===== config.mk =====
export PLATFORM = sky130hd
export DESIGN_NAME = red_pitaya_daisy_link_flat
export DESIGN_NICKNAME = d
export VERILOG_FILES = /design/src/rtl/red_pitaya_daisy_link_pkg.sv /design/src/rtl/red_pitaya_daisy_link_if.sv /design/src/rtl/red_pitaya_daisy_lfsr.sv /design/src/rtl/red_pitaya_daisy_link.sv /design/src/flat_wrapper.sv
export SDC_FILE = /design/constraint.sdc
export NUM_CORES = 1
export LEC_CHECK = 0
export BUFFER_PORTS_ARGS = -buffer_cell sky130_fd_sc_hd__buf_2
export CAP_MARGIN = 20
export CORE_UTILIZATION = 47
export DETAILED_ROUTE_END_ITERATION = 12
export PLACE_DENSITY = 0.73
export SETUP_SLACK_MARGIN = 0.4
export SLEW_MARGIN = 20
export SYNTH_ARGS = -nofsm -noshare
export SYNTH_HDL_FRONTEND = slang
export SYNTH_SLANG_ARGS = --single-unit
export TNS_END_PERCENT = 5

===== constraint.sdc =====
create_clock -name sys_clk_i -period 7 [get_ports sys_clk_i]
set_clock_uncertainty 0.2 [all_clocks]
set_input_delay 1.05 -clock sys_clk_i [delete_from_list [all_inputs] [get_ports sys_clk_i]]
set_output_delay 1.05 -clock sys_clk_i [all_outputs]
set_load 0.01 [all_outputs]

===== src/rtl/red_pitaya_daisy_link_pkg.sv =====
// Shared definitions for the daisy-chain link: register map, TX word sources,
// training pattern and the PRBS polynomial used by both TX and the RX checker.
package red_pitaya_daisy_link_pkg;

  localparam logic [4:0] REG_CTRL     = 5'h00;
  localparam logic [4:0] REG_TX_MODE  = 5'h04;
  localparam logic [4:0] REG_RX_TRAIN = 5'h08;
  localparam logic [4:0] REG_STATUS   = 5'h0C;
  localparam logic [4:0] REG_ERR_CTRL = 5'h10;
  localparam logic [4:0] REG_ERR_CNT  = 5'h14;

  typedef enum logic [3:0] {
    MODE_ZERO   = 4'd0,
    MODE_USER   = 4'd1,
    MODE_CUSTOM = 4'd2,
    MODE_TRAIN  = 4'd3,
    MODE_ECHO   = 4'd4,
    MODE_LFSR   = 4'd5
  } tx_mode_e;

  localparam logic [15:0] TRAIN_PAT = 16'h00FF;
  localparam logic [15:0] LFSR_SEED = 16'h0001;

  // Fibonacci x^16 + x^14 + x^13 + x^11 + 1, shifting towards the MSB.
  function automatic logic [15:0] lfsr_next(input logic [15:0] s);
    return {s[14:0], s[15] ^ s[13] ^ s[12] ^ s[10]};
  endfunction

endpackage


===== src/rtl/red_pitaya_daisy_link_if.sv =====
// System-bus port bundle of the daisy link; the bus host is the master.
interface red_pitaya_daisy_link_if;
  logic [31:0] addr;
  logic [31:0] wdata;
  logic [3:0]  sel;
  logic        wen;
  logic        ren;
  logic [31:0] rdata;
  logic        err;
  logic        ack;

  modport master (output addr, wdata, sel, wen, ren, input rdata, err, ack);
  modport slave  (input addr, wdata, sel, wen, ren, output rdata, err, ack);
endinterface


===== src/rtl/red_pitaya_daisy_lfsr.sv =====
// PRBS generator for TX data; also exposes the polynomial step combinationally
// so the RX checker can predict the successor of the last received word.
module red_pitaya_daisy_lfsr
  import red_pitaya_daisy_link_pkg::*;
(
  input  logic        clk_i,
  input  logic        rstn_i,
  input  logic        adv_i,
  output logic [15:0] state_o,
  input  logic [15:0] chk_i,
  output logic [15:0] chk_next_o
);

  logic [15:0] lfsr_q;

  always_ff @(posedge clk_i or negedge rstn_i) begin
    if (!rstn_i) begin
      lfsr_q <= LFSR_SEED;
    end else if (adv_i) begin
      // NOTE: sequential state uses <= so every flop samples pre-edge values.
      lfsr_q <= lfsr_next(lfsr_q);
    end
  end

  assign state_o    = lfsr_q;
  assign chk_next_o = lfsr_next(chk_i);

endmodule


===== src/rtl/red_pitaya_daisy_link.sv =====
// Daisy-chain link: 16-bit serializer/deserializer with word-alignment training,
// PRBS error counter and a small register bank on the system bus.
module red_pitaya_daisy_link
  import red_pitaya_daisy_link_pkg::*;
(
  input  logic                          sys_clk_i,
  input  logic                          sys_rstn_i,
  red_pitaya_daisy_link_if.slave        sys_bus,
  output logic [1:0]                    daisy_p_o,
  output logic [1:0]                    daisy_n_o,
  input  logic [1:0]                    daisy_p_i,
  input  logic [1:0]                    daisy_n_i,
  output logic                          par_rdy_o,
  input  logic                          par_dv_i,
  input  logic [15:0]                   par_dat_i,
  output logic                          par_dv_o,
  output logic [15:0]                   par_dat_o
);

  logic        tx_en_q, rx_en_q, train_en_q, train_prev_q, err_clr_q;
  logic [3:0]  tx_mode_q;
  logic [15:0] custom_q;
  logic [31:0] err_cnt_q, rdata_d, rdata_q;
  logic        ack_q;

  logic [3:0]  bc_q;
  logic [15:0] tx_sr_q, tx_word_d, lfsr_q;
  logic        tx_bit_q, tx_load, lfsr_adv;

  logic [1:0]  rx_in_q;
  logic [3:0]  rc_q, slip_cnt_q;
  logic [15:0] rx_sr_q, rx_bits, rx_word_q, prev_word_q, chk_next;
  logic        hold_q, locked_q, dv_q, prev_valid_q;
  logic        rx_act, capture, slip, deliver;

  logic unused_ok;
  assign unused_ok = &{1'b0, daisy_n_i, sys_bus.sel, sys_bus.addr[31:5], sys_bus.wdata[15:4]};

  // Register bank: one-cycle registered ack/rdata, writes land on the same edge.
  always_ff @(posedge sys_clk_i or negedge sys_rstn_i) begin
    if (!sys_rstn_i) begin
      tx_en_q    <= 1'b0;
      rx_en_q    <= 1'b0;
      tx_mode_q  <= '0;
      custom_q   <= '0;
      train_en_q <= 1'b0;
      err_clr_q  <= 1'b0;
      ack_q      <= 1'b0;
      rdata_q    <= '0;
    end else begin
      if (sys_bus.wen) begin
        case (sys_bus.addr[4:0])
          REG_CTRL:     {rx_en_q, tx_en_q} <= sys_bus.wdata[1:0];
          REG_TX_MODE:  begin
            tx_mode_q <= sys_bus.wdata[3:0];
            custom_q  <= sys_bus.wdata[31:16];
          end
          REG_RX_TRAIN: train_en_q <= sys_bus.wdata[0];
          REG_ERR_CTRL: err_clr_q  <= sys_bus.wdata[0];
          default: ;
        endcase
      end
      ack_q   <= sys_bus.wen | sys_bus.ren;
      rdata_q <= sys_bus.ren ? rdata_d : '0;
    end
  end

  always_comb begin
    // NOTE: default assigned first so no path through the case infers a latch.
    rdata_d = '0;
    case (sys_bus.addr[4:0])
      REG_CTRL:     rdata_d = {30'd0, rx_en_q, tx_en_q};
      REG_TX_MODE:  rdata_d = {custom_q, 12'd0, tx_mode_q};
      REG_RX_TRAIN: rdata_d = {31'd0, train_en_q};
      REG_STATUS:   rdata_d = {rx_word_q, 8'd0, slip_cnt_q, 3'd0, locked_q};
      REG_ERR_CTRL: rdata_d = {31'd0, err_clr_q};
      REG_ERR_CNT:  rdata_d = err_cnt_q;
      default: ;
    endcase
  end

  assign sys_bus.rdata = rdata_q;
  assign sys_bus.ack   = ack_q;
  assign sys_bus.err   = 1'b0;

  // TX word source, sampled only on the load cycle (bc == 15).
  always_comb begin
    tx_word_d = '0;
    case (tx_mode_q)
      MODE_USER:   tx_word_d = par_dv_i ? par_dat_i : '0;
      MODE_CUSTOM: tx_word_d = custom_q;
      MODE_TRAIN:  tx_word_d = TRAIN_PAT;
      MODE_ECHO:   tx_word_d = rx_word_q;
      MODE_LFSR:   tx_word_d = lfsr_q;
      default: ;
    endcase
  end

  assign tx_load  = tx_en_q && (bc_q == 4'd15);
  assign lfsr_adv = tx_load && (tx_mode_q == MODE_LFSR);

  always_ff @(posedge sys_clk_i or negedge sys_rstn_i) begin
    if (!sys_rstn_i) begin
      bc_q     <= '0;
      tx_sr_q  <= '0;
      tx_bit_q <= 1'b0;
    end else if (!tx_en_q) begin
      bc_q     <= '0;
      tx_sr_q  <= '0;
      tx_bit_q <= 1'b0;
    end else begin
      bc_q     <= bc_q + 4'd1;
      tx_bit_q <= tx_sr_q[15];
      tx_sr_q  <= tx_load ? tx_word_d : {tx_sr_q[14:0], 1'b0};
    end
  end

  // Gating with tx_en_q drops both lanes on the very edge that disables TX.
  assign daisy_p_o = {tx_en_q, tx_en_q & tx_bit_q};
  assign daisy_n_o = ~daisy_p_o;
  assign par_rdy_o = tx_en_q && (tx_mode_q == MODE_USER) && (bc_q == 4'd14);

  red_pitaya_daisy_lfsr u_lfsr (
    .clk_i      (sys_clk_i),
    .rstn_i     (sys_rstn_i),
    .adv_i      (lfsr_adv),
    .state_o    (lfsr_q),
    .chk_i      (prev_word_q),
    .chk_next_o (chk_next)
  );

  assign rx_act  = rx_en_q & rx_in_q[1];
  assign rx_bits = {rx_sr_q[14:0], rx_in_q[0]};
  assign capture = rx_act && (rc_q == 4'd15);
  assign slip    = capture && train_en_q && !locked_q && (rx_bits != TRAIN_PAT);
  assign deliver = capture && locked_q && !train_en_q;

  // A slip parks the counter at 0 for one extra cycle, moving the word boundary by one bit.
  always_ff @(posedge sys_clk_i or negedge sys_rstn_i) begin
    if (!sys_rstn_i) begin
      rx_in_q      <= '0;
      rx_sr_q      <= '0;
      rc_q         <= '0;
      hold_q       <= 1'b0;
      rx_word_q    <= '0;
      slip_cnt_q   <= '0;
      locked_q     <= 1'b0;
      train_prev_q <= 1'b0;
      dv_q         <= 1'b0;
    end else begin
      rx_in_q      <= daisy_p_i;
      train_prev_q <= train_en_q;
      dv_q         <= deliver;
      if (!rx_act) begin
        rc_q   <= '0;
        hold_q <= 1'b0;
      end else begin
        rx_sr_q <= rx_bits;
        rc_q    <= hold_q ? rc_q : rc_q + 4'd1;
        hold_q  <= slip;
      end
      if (capture) rx_word_q <= rx_bits;
      if (slip) slip_cnt_q <= slip_cnt_q + 4'd1;
      if (!rx_en_q || (train_en_q && !train_prev_q)) begin
        locked_q <= 1'b0;
      end else if (capture && train_en_q && !locked_q && rx_bits == TRAIN_PAT) begin
        locked_q <= 1'b1;
      end
    end
  end

  assign par_dv_o  = dv_q;
  assign par_dat_o = rx_word_q;

  // PRBS checker: each delivered word must be the polynomial successor of the previous one.
  always_ff @(posedge sys_clk_i or negedge sys_rstn_i) begin
    if (!sys_rstn_i) begin
      prev_word_q  <= '0;
      prev_valid_q <= 1'b0;
      err_cnt_q    <= '0;
    end else begin
      if (!locked_q) begin
        prev_valid_q <= 1'b0;
      end else if (deliver) begin
        prev_word_q  <= rx_bits;
        prev_valid_q <= 1'b1;
      end
      if (err_clr_q) begin
        err_cnt_q <= '0;
      end else if (deliver && tx_mode_q == MODE_LFSR && prev_valid_q &&
                   rx_bits != chk_next && err_cnt_q != 32'hFFFF_FFFF) begin
        err_cnt_q <= err_cnt_q + 32'd1;
      end
    end
  end

endmodule


===== src/flat_wrapper.sv =====
// flat-port wrapper written by rule: the top's interface ports become plain ports
module red_pitaya_daisy_link_flat import red_pitaya_daisy_link_pkg::*;
  (sys_clk_i, sys_rstn_i, daisy_p_o, daisy_n_o, daisy_p_i, daisy_n_i, par_rdy_o, par_dv_i, par_dat_i, par_dv_o, par_dat_o, sys_bus_addr, sys_bus_wdata, sys_bus_sel, sys_bus_wen, sys_bus_ren, sys_bus_rdata, sys_bus_err, sys_bus_ack);
  red_pitaya_daisy_link_if sys_bus_i ();
  input  logic sys_clk_i;
  input  logic sys_rstn_i;
  output logic [1:0] daisy_p_o;
  output logic [1:0] daisy_n_o;
  input  logic [1:0] daisy_p_i;
  input  logic [1:0] daisy_n_i;
  output logic par_rdy_o;
  input  logic par_dv_i;
  input  logic [15:0] par_dat_i;
  output logic par_dv_o;
  output logic [15:0] par_dat_o;
  input wire logic [$bits(sys_bus_i.addr)-1:0] sys_bus_addr;
  input wire logic [$bits(sys_bus_i.wdata)-1:0] sys_bus_wdata;
  input wire logic [$bits(sys_bus_i.sel)-1:0] sys_bus_sel;
  input wire logic [$bits(sys_bus_i.wen)-1:0] sys_bus_wen;
  input wire logic [$bits(sys_bus_i.ren)-1:0] sys_bus_ren;
  output wire logic [$bits(sys_bus_i.rdata)-1:0] sys_bus_rdata;
  output wire logic [$bits(sys_bus_i.err)-1:0] sys_bus_err;
  output wire logic [$bits(sys_bus_i.ack)-1:0] sys_bus_ack;
  assign sys_bus_i.addr = sys_bus_addr;
  assign sys_bus_i.wdata = sys_bus_wdata;
  assign sys_bus_i.sel = sys_bus_sel;
  assign sys_bus_i.wen = sys_bus_wen;
  assign sys_bus_i.ren = sys_bus_ren;
  assign sys_bus_rdata = sys_bus_i.rdata;
  assign sys_bus_err = sys_bus_i.err;
  assign sys_bus_ack = sys_bus_i.ack;
  red_pitaya_daisy_link u_core (.sys_clk_i(sys_clk_i), .sys_rstn_i(sys_rstn_i), .sys_bus(sys_bus_i), .daisy_p_o(daisy_p_o), .daisy_n_o(daisy_n_o), .daisy_p_i(daisy_p_i), .daisy_n_i(daisy_n_i), .par_rdy_o(par_rdy_o), .par_dv_i(par_dv_i), .par_dat_i(par_dat_i), .par_dv_o(par_dv_o), .par_dat_o(par_dat_o));
endmodule

==> results.sh, run 1 <==
export IMPL_status="completed"
export IMPL_synth_edf_count=0
export IMPL_crit_path_cell_trace="ha_1 -> and3_1 -> nand3_1 -> nor4_4 -> o21ai_2 -> buf_4 -> a2111oi_0 -> mux2_2"
export IMPL_syn_inst=799
export IMPL_avgSynthCellArea_um2=10.9
export IMPL_synth_area_mm2=0.00870
export IMPL_antenna_cells=0
export IMPL_drive_gt1_share_pct=26.1
export IMPL_final_core_util_pct=55.4
export IMPL_pin_count=149
export IMPL_routed_wl_mm=21.7
export IMPL_cp_end_kind="register"
export IMPL_vdd_drop_max_v=0.000155
export IMPL_slew_violations=0
export IMPL_h_tree_depth=4
export IMPL_fmax_ghz=0.282
export IMPL_period_share_pct=50.6
export IMPL_cts_tree="yes"
export IMPL_ctsResizeCount=0
export IMPL_overflow=0
export IMPL_place_congestion=0.829
export IMPL_ant_nets=0
export IMPL_yosysUniqueCellTypes=56
export IMPL_setup_violations=0
export IMPL_grt_max_degree=101
export IMPL_slowest_delay_ns=0.60
export IMPL_clock_tree_buffer_depth=2
export IMPL_final_nets=980
export IMPL_core_area_mm2=0.0180
export IMPL_grt_pass1_wl_mm=35.5
export IMPL_cp_max_fo=23
export IMPL_cp_data_arrival_time_ns=3.66
export IMPL_numCtsBuffers=17
export IMPL_place_hpwl_mm=14.5
export IMPL_ys_async_sr_fraction_pct=100
export IMPL_first_pass_iters=9
export IMPL_finalHoldViolCount=0
export IMPL_crit_family="simple AND/OR/NAND/NOR gates"
export IMPL_relSlewSlack_pct=24.5
export IMPL_worstSkewPairLatency_ns=0.44
export IMPL_drc=0
export IMPL_row_count=49
export IMPL_ys_seq_area_share_pct=54.1
export IMPL_fp_dieH_um=138
export IMPL_drv_cap=0
export IMPL_path_buf_inv=1
export IMPL_start_kind="register"
export IMPL_synth_flop_cell="dfrtp_1"
export IMPL_min_path_type="register to register"
export IMPL_setup_tns_ns=0
export IMPL_ys_warn_count=0
export IMPL_rsz0062_at_grt="false"
export IMPL_final_common_cell="dfrtp_1"
export IMPL_criticalPathCategory="register to register"
export IMPL_worst_path_max_delay_cell="nand3_1"
export IMPL_p_leak_uw=0.00478
export IMPL_worstPathRequired_ns=7.12
export IMPL_cts_root_buf="clkbuf_16"
export IMPL_start_util_pct=48.3
export IMPL_grt_pass1_vias=6583
export IMPL_grt_use_total_pct=23.6
export IMPL_antenna_found_initial=0
export IMPL_die_w_um=138
export IMPL_synth_seq_cells=188
export IMPL_wl_per_cell_um=19.3
export IMPL_cts_setup_buffers=0
export IMPL_cts_num_sinks=188
export IMPL_postSynthNetCount=897
export IMPL_period_needed_ns=3.54
export IMPL_power_density_mw_per_mm2=243
export IMPL_worst_pin_slew_ns=1.13
export IMPL_final_cell_mix="dfrtp_1, buf_2, nand2_1, mux2_2, nor2_1"
export IMPL_clk_pin_slew_ns=0.08
export IMPL_viasPerCell=5.95
export IMPL_syn_to_final_growth_pct=14.7
export IMPL_io_buffers=102
export IMPL_hold_buffers=0
export IMPL_die_area_mm2=0.0191
export IMPL_vias=6691
export IMPL_first_iter_violations=662
-- layout make-up --
type	count	area (µm²)
clock buffer	17	425
clock inverter	15	181
fill	1547	8040
inverter	7	26.3
multi-input combinational	555	3750
sequential	188	4710
tap	229	287
timing repair buffer	113	602
-- routing by layer --
metal  GRT usage, %  up-vias  wire length [µm]
li1               -     3067                 -
met1           33.4     3326              9640
met4           8.50        0               476
met3           4.57       29              1460
met2           36.2      269             10200
met5              0        -                 0
-- cell families after synthesis --
logic type | Yosys count | synth area share, %
DFF | 188 | 54.1
buffers and inverters | 56 | 2.80
AOI/OAI and AO/OA | 135 | 10.5
and+or+nand+nor | 299 | 17.9
other | 1 | 0.0431
xor gates and xnor gates | 30 | 3.02
muxes | 85 | 10.9
adders and majority gates | 5 | 0.719
-- cells in the mapped netlist, drive strengths merged (3+ instances only) --
library cell / instances / area [µm²]
a21oi: 29 / 145
a221oi: 16 / 140
a222oi: 16 / 160
a22oi: 13 / 97.6
and2: 20 / 125
and3: 19 / 119
and4: 4 / 35.0
buf: 10 / 71.3
clkbuf: 39 / 146
dfrtp: 187 / 4680
ha: 5 / 62.6
inv: 7 / 26.3
mux2: 79 / 890
mux2i: 6 / 60.1
nand2: 92 / 345
nand2b: 4 / 25.0
nand3: 16 / 80.1
nand3b: 3 / 35.0
nand4: 16 / 100
nand4b: 3 / 26.3
nor2: 48 / 180
nor2b: 11 / 68.8
nor3: 18 / 90.1
nor4: 12 / 90.1
o21ai: 41 / 209
o31ai: 9 / 67.6
or2: 4 / 25.0
or3: 11 / 68.8
or4: 10 / 75.1
xnor2: 11 / 96.3
xor2: 19 / 166
-- final timing paths --
| path | start | end | slack [ns] | cells past startpoint |
|---|---|---|---|---|
| max | u_core.rc_q[0] | u_core.err_cnt_q[26] | 3.46 | 8 |
| min | u_core.tx_sr_q[15] | u_core.tx_bit_q | 0.28 | 1 |
| max reg2reg | u_core.rc_q[0] | u_core.err_cnt_q[26] | 3.46 | 8 |
| min reg2reg | u_core.tx_sr_q[15] | u_core.tx_bit_q | 0.28 | 1 |
| max in group asynchronous | sys_rstn_i | u_core.prev_word_q[2] | 4.90 | 2 |
| min in group asynchronous | sys_rstn_i | u_core.par_dat_o[8] | 0.48 | 1 |
-- worst register-to-register path, stage by stage (launching register included) --
cell and delay [ns]:
dfrtp_1 0.39, ha_1 0.16, and3_1 0.16, nand3_1 0.60, nor4_4 0.50, o21ai_2 0.27
buf_4 0.29, a2111oi_0 0.47, mux2_2 0.39
-- stage by stage --
stage	worst slack (ns)	power [µW]	cell area, µm²	cells	hold WS, ns
after floorplan	4.32	1360	8700	799	0.234
after global placement	3.55	1450	9370	1092	0.260
after detailed placement	3.48	1460	9370	1092	0.248
after CTS	3.47	2450	9980	1124	0.280
after global routing	3.22	2520	9980	1124	0.289
final	3.46	2430	9980	1124	0.276
-- report_power, final --
| part | leakage, µW | internal, µW | total (µW) | switching (µW) |
|---|---|---|---|---|
| logic | 0.00191 | 97.1 | 244 | 147 |
| registers | 0.00258 | 1140 | 1200 | 64.2 |
| clock network | 0.000295 | 540 | 986 | 446 |
| total | 0.00478 | 1770 | 2430 | 657 |
-- registers in the layout (all words and copies together), names as in the netlist, 15 cells and up --
signal and count:
u_core.err_cnt_q 32, u_core.sys_bus.rdata 32, u_core.custom_q 16, u_core.par_dat_o 16, u_core.prev_word_q 16, u_core.tx_sr_q 16
u_core.u_lfsr.state_o 16, u_core.rx_sr_q 15
(Power assumes the default switching activity.)
==> run 2: changes to the inputs <==
PLACE_DENSITY = 0.75   (was 0.73)
clock period = 3.1 ns   (was 7 ns; I/O delays follow)
==> results.sh, run 2 (synthesis gave the netlist of run 1 again) <==
export IMPL_r2r_start="u_core.tx_mode_q[2]"
export IMPL_die_w_um=138
export IMPL_first_pass_iters=6
export IMPL_cp_data_arrival_time_ns=2.71
export IMPL_period_needed_ns=2.59
export IMPL_setup_violations=0
export IMPL_drive_gt1_share_pct=27.5
export IMPL_cts_root_buf="clkbuf_16"
export IMPL_fp_dieH_um=138
export IMPL_start_kind="register"
export IMPL_wl_per_cell_um=18.9
export IMPL_drv_cap=0
export IMPL_final_cell_mix="dfrtp_1, buf_2, nand2_1, mux2_2, nor2_1"
export IMPL_relSlewSlack_pct=47.1
export IMPL_rr_worst_depth=6
export IMPL_clk_pin_slew_ns=0.07
export IMPL_worstSkewPairLatency_ns=0.44
export IMPL_place_congestion=0.855
export IMPL_finalHoldViolCount=0
export IMPL_overflow=0
export IMPL_start_util_pct=48.3
export IMPL_vdd_drop_max_v=0.000375
export IMPL_h_tree_depth=4
export IMPL_pin_count=149
export IMPL_multi_input_area_mm2=0.00378
export IMPL_final_common_cell="dfrtp_1"
export IMPL_cts_tree="yes"
export IMPL_cts_num_sinks=188
export IMPL_grt_pass1_wl_mm=34.8
export IMPL_power_density_mw_per_mm2=539
export IMPL_core_area_mm2=0.0180
export IMPL_syn_to_final_growth_pct=16.5
export IMPL_io_buffers=102
export IMPL_row_count=49
export IMPL_regArea_mm2=0.00471
export IMPL_min_path_type="primary input to register"
export IMPL_p_leak_uw=0.00485
export IMPL_worst_pin_slew_ns=0.794
export IMPL_setup_tns_ns=0
export IMPL_fmax_ghz=0.386
export IMPL_cts_setup_buffers=0
export IMPL_period_share_pct=83.5
export IMPL_cp_end_kind="register"
export IMPL_final_nets=998
export IMPL_r2r_slack_ns=0.51
export IMPL_vias=6698
export IMPL_drc=0
export IMPL_min_path_cells=2
export IMPL_cp_max_fo=10
export IMPL_antenna_found_initial=0
export IMPL_grt_use_total_pct=23.2
export IMPL_setup_worst_path_start="u_core.tx_mode_q[2]"
export IMPL_hp_start="sys_bus_wdata[21]"
export IMPL_antenna_cells=0
export IMPL_grt_pass1_vias=6436
export IMPL_viasPerCell=5.87
export IMPL_rsz0062_at_grt="true"
export IMPL_ant_nets=0
export IMPL_clock_tree_buffer_depth=2
export IMPL_status="completed"
export IMPL_criticalPathCategory="register to register"
export IMPL_routed_wl_mm=21.6
export IMPL_die_area_mm2=0.0191
export IMPL_worstPathRequired_ns=3.22
export IMPL_setup_ws_ns=0.512
export IMPL_place_hpwl_mm=14.9
export IMPL_first_iter_violations=591
export IMPL_nFillCells=1537
export IMPL_slew_violations=0
export IMPL_dp_worst_setup_slack_ns=0.346
export IMPL_numCtsBuffers=17
export IMPL_grt_max_degree=74
run 2: where the power goes:
group          internal, µW  leakage, µW  total, µW  switching [µW]
registers              2560      0.00258       2730             165
clock network          1210     0.000268       2170             958
logic                   243      0.00200        561             318
total                  4020      0.00485       5460            1440
run 2: path summary, 6_finish.rpt:
path | end
worst max-delay path | u_core.err_cnt_q[27]
worst min-delay path | u_core.custom_q[5]
worst max register to register | u_core.err_cnt_q[27]
worst min register to register | u_core.tx_bit_q
max in group asynchronous | u_core.err_cnt_q[13]
min in group asynchronous | u_core.u_lfsr.state_o[13]
run 2: final cells by class:
cell class | instances | share of cell area [%]
clock buffer | 19 | 4.37
tap | 229 | 2.83
clock inverter | 12 | 1.36
multi-input combinational | 555 | 37.3
sequential | 188 | 46.4
timing repair buffer | 131 | 7.47
inverter | 7 | 0.259
run 2: routing by layer:
| layer | vias up | GRT usage [%] | wire [µm] |
|---|---|---|---|
| li1 | 3100 | - | - |
| met1 | 3336 | 31.5 | 9770 |
| met2 | 226 | 36.7 | 10300 |
| met3 | 36 | 4.40 | 1030 |
| met4 | 0 | 9.43 | 561 |
| met5 | - | 0 | 0 |
run 2: metrics by stage:
step	cells	power (µW)	hold slack [ns]	utilization, %	instance area, µm²
2_1_floorplan	799	3080	-0.0306	-	8700
3_5_place_dp	1107	3310	0.249	52.7	9490
4_1_cts	1141	5480	0.0489	56.1	10100
3_3_place_gp	1107	3300	0.249	52.7	9490
6_report	1141	5460	0.0570	56.2	10100
5_1_grt	1141	5650	0.0593	56.2	10100
run 2: what timing repair did:
action                     CTS  global route
pin swaps                    0             1
cloned                       0             0
hold endpoints to repair    64             0
setup endpoints to repair    5            27
hold buffers                 3             0
resized for setup            3             4
run 2: critical path: stages, from the launching register on:
cell      delay (ns)
dfrtp_1         0.51
and2b_4         0.31
nand3b_4        0.13
nor4_4          0.34
and3_1          0.33
nor4bb_1        0.28
mux2_2          0.37
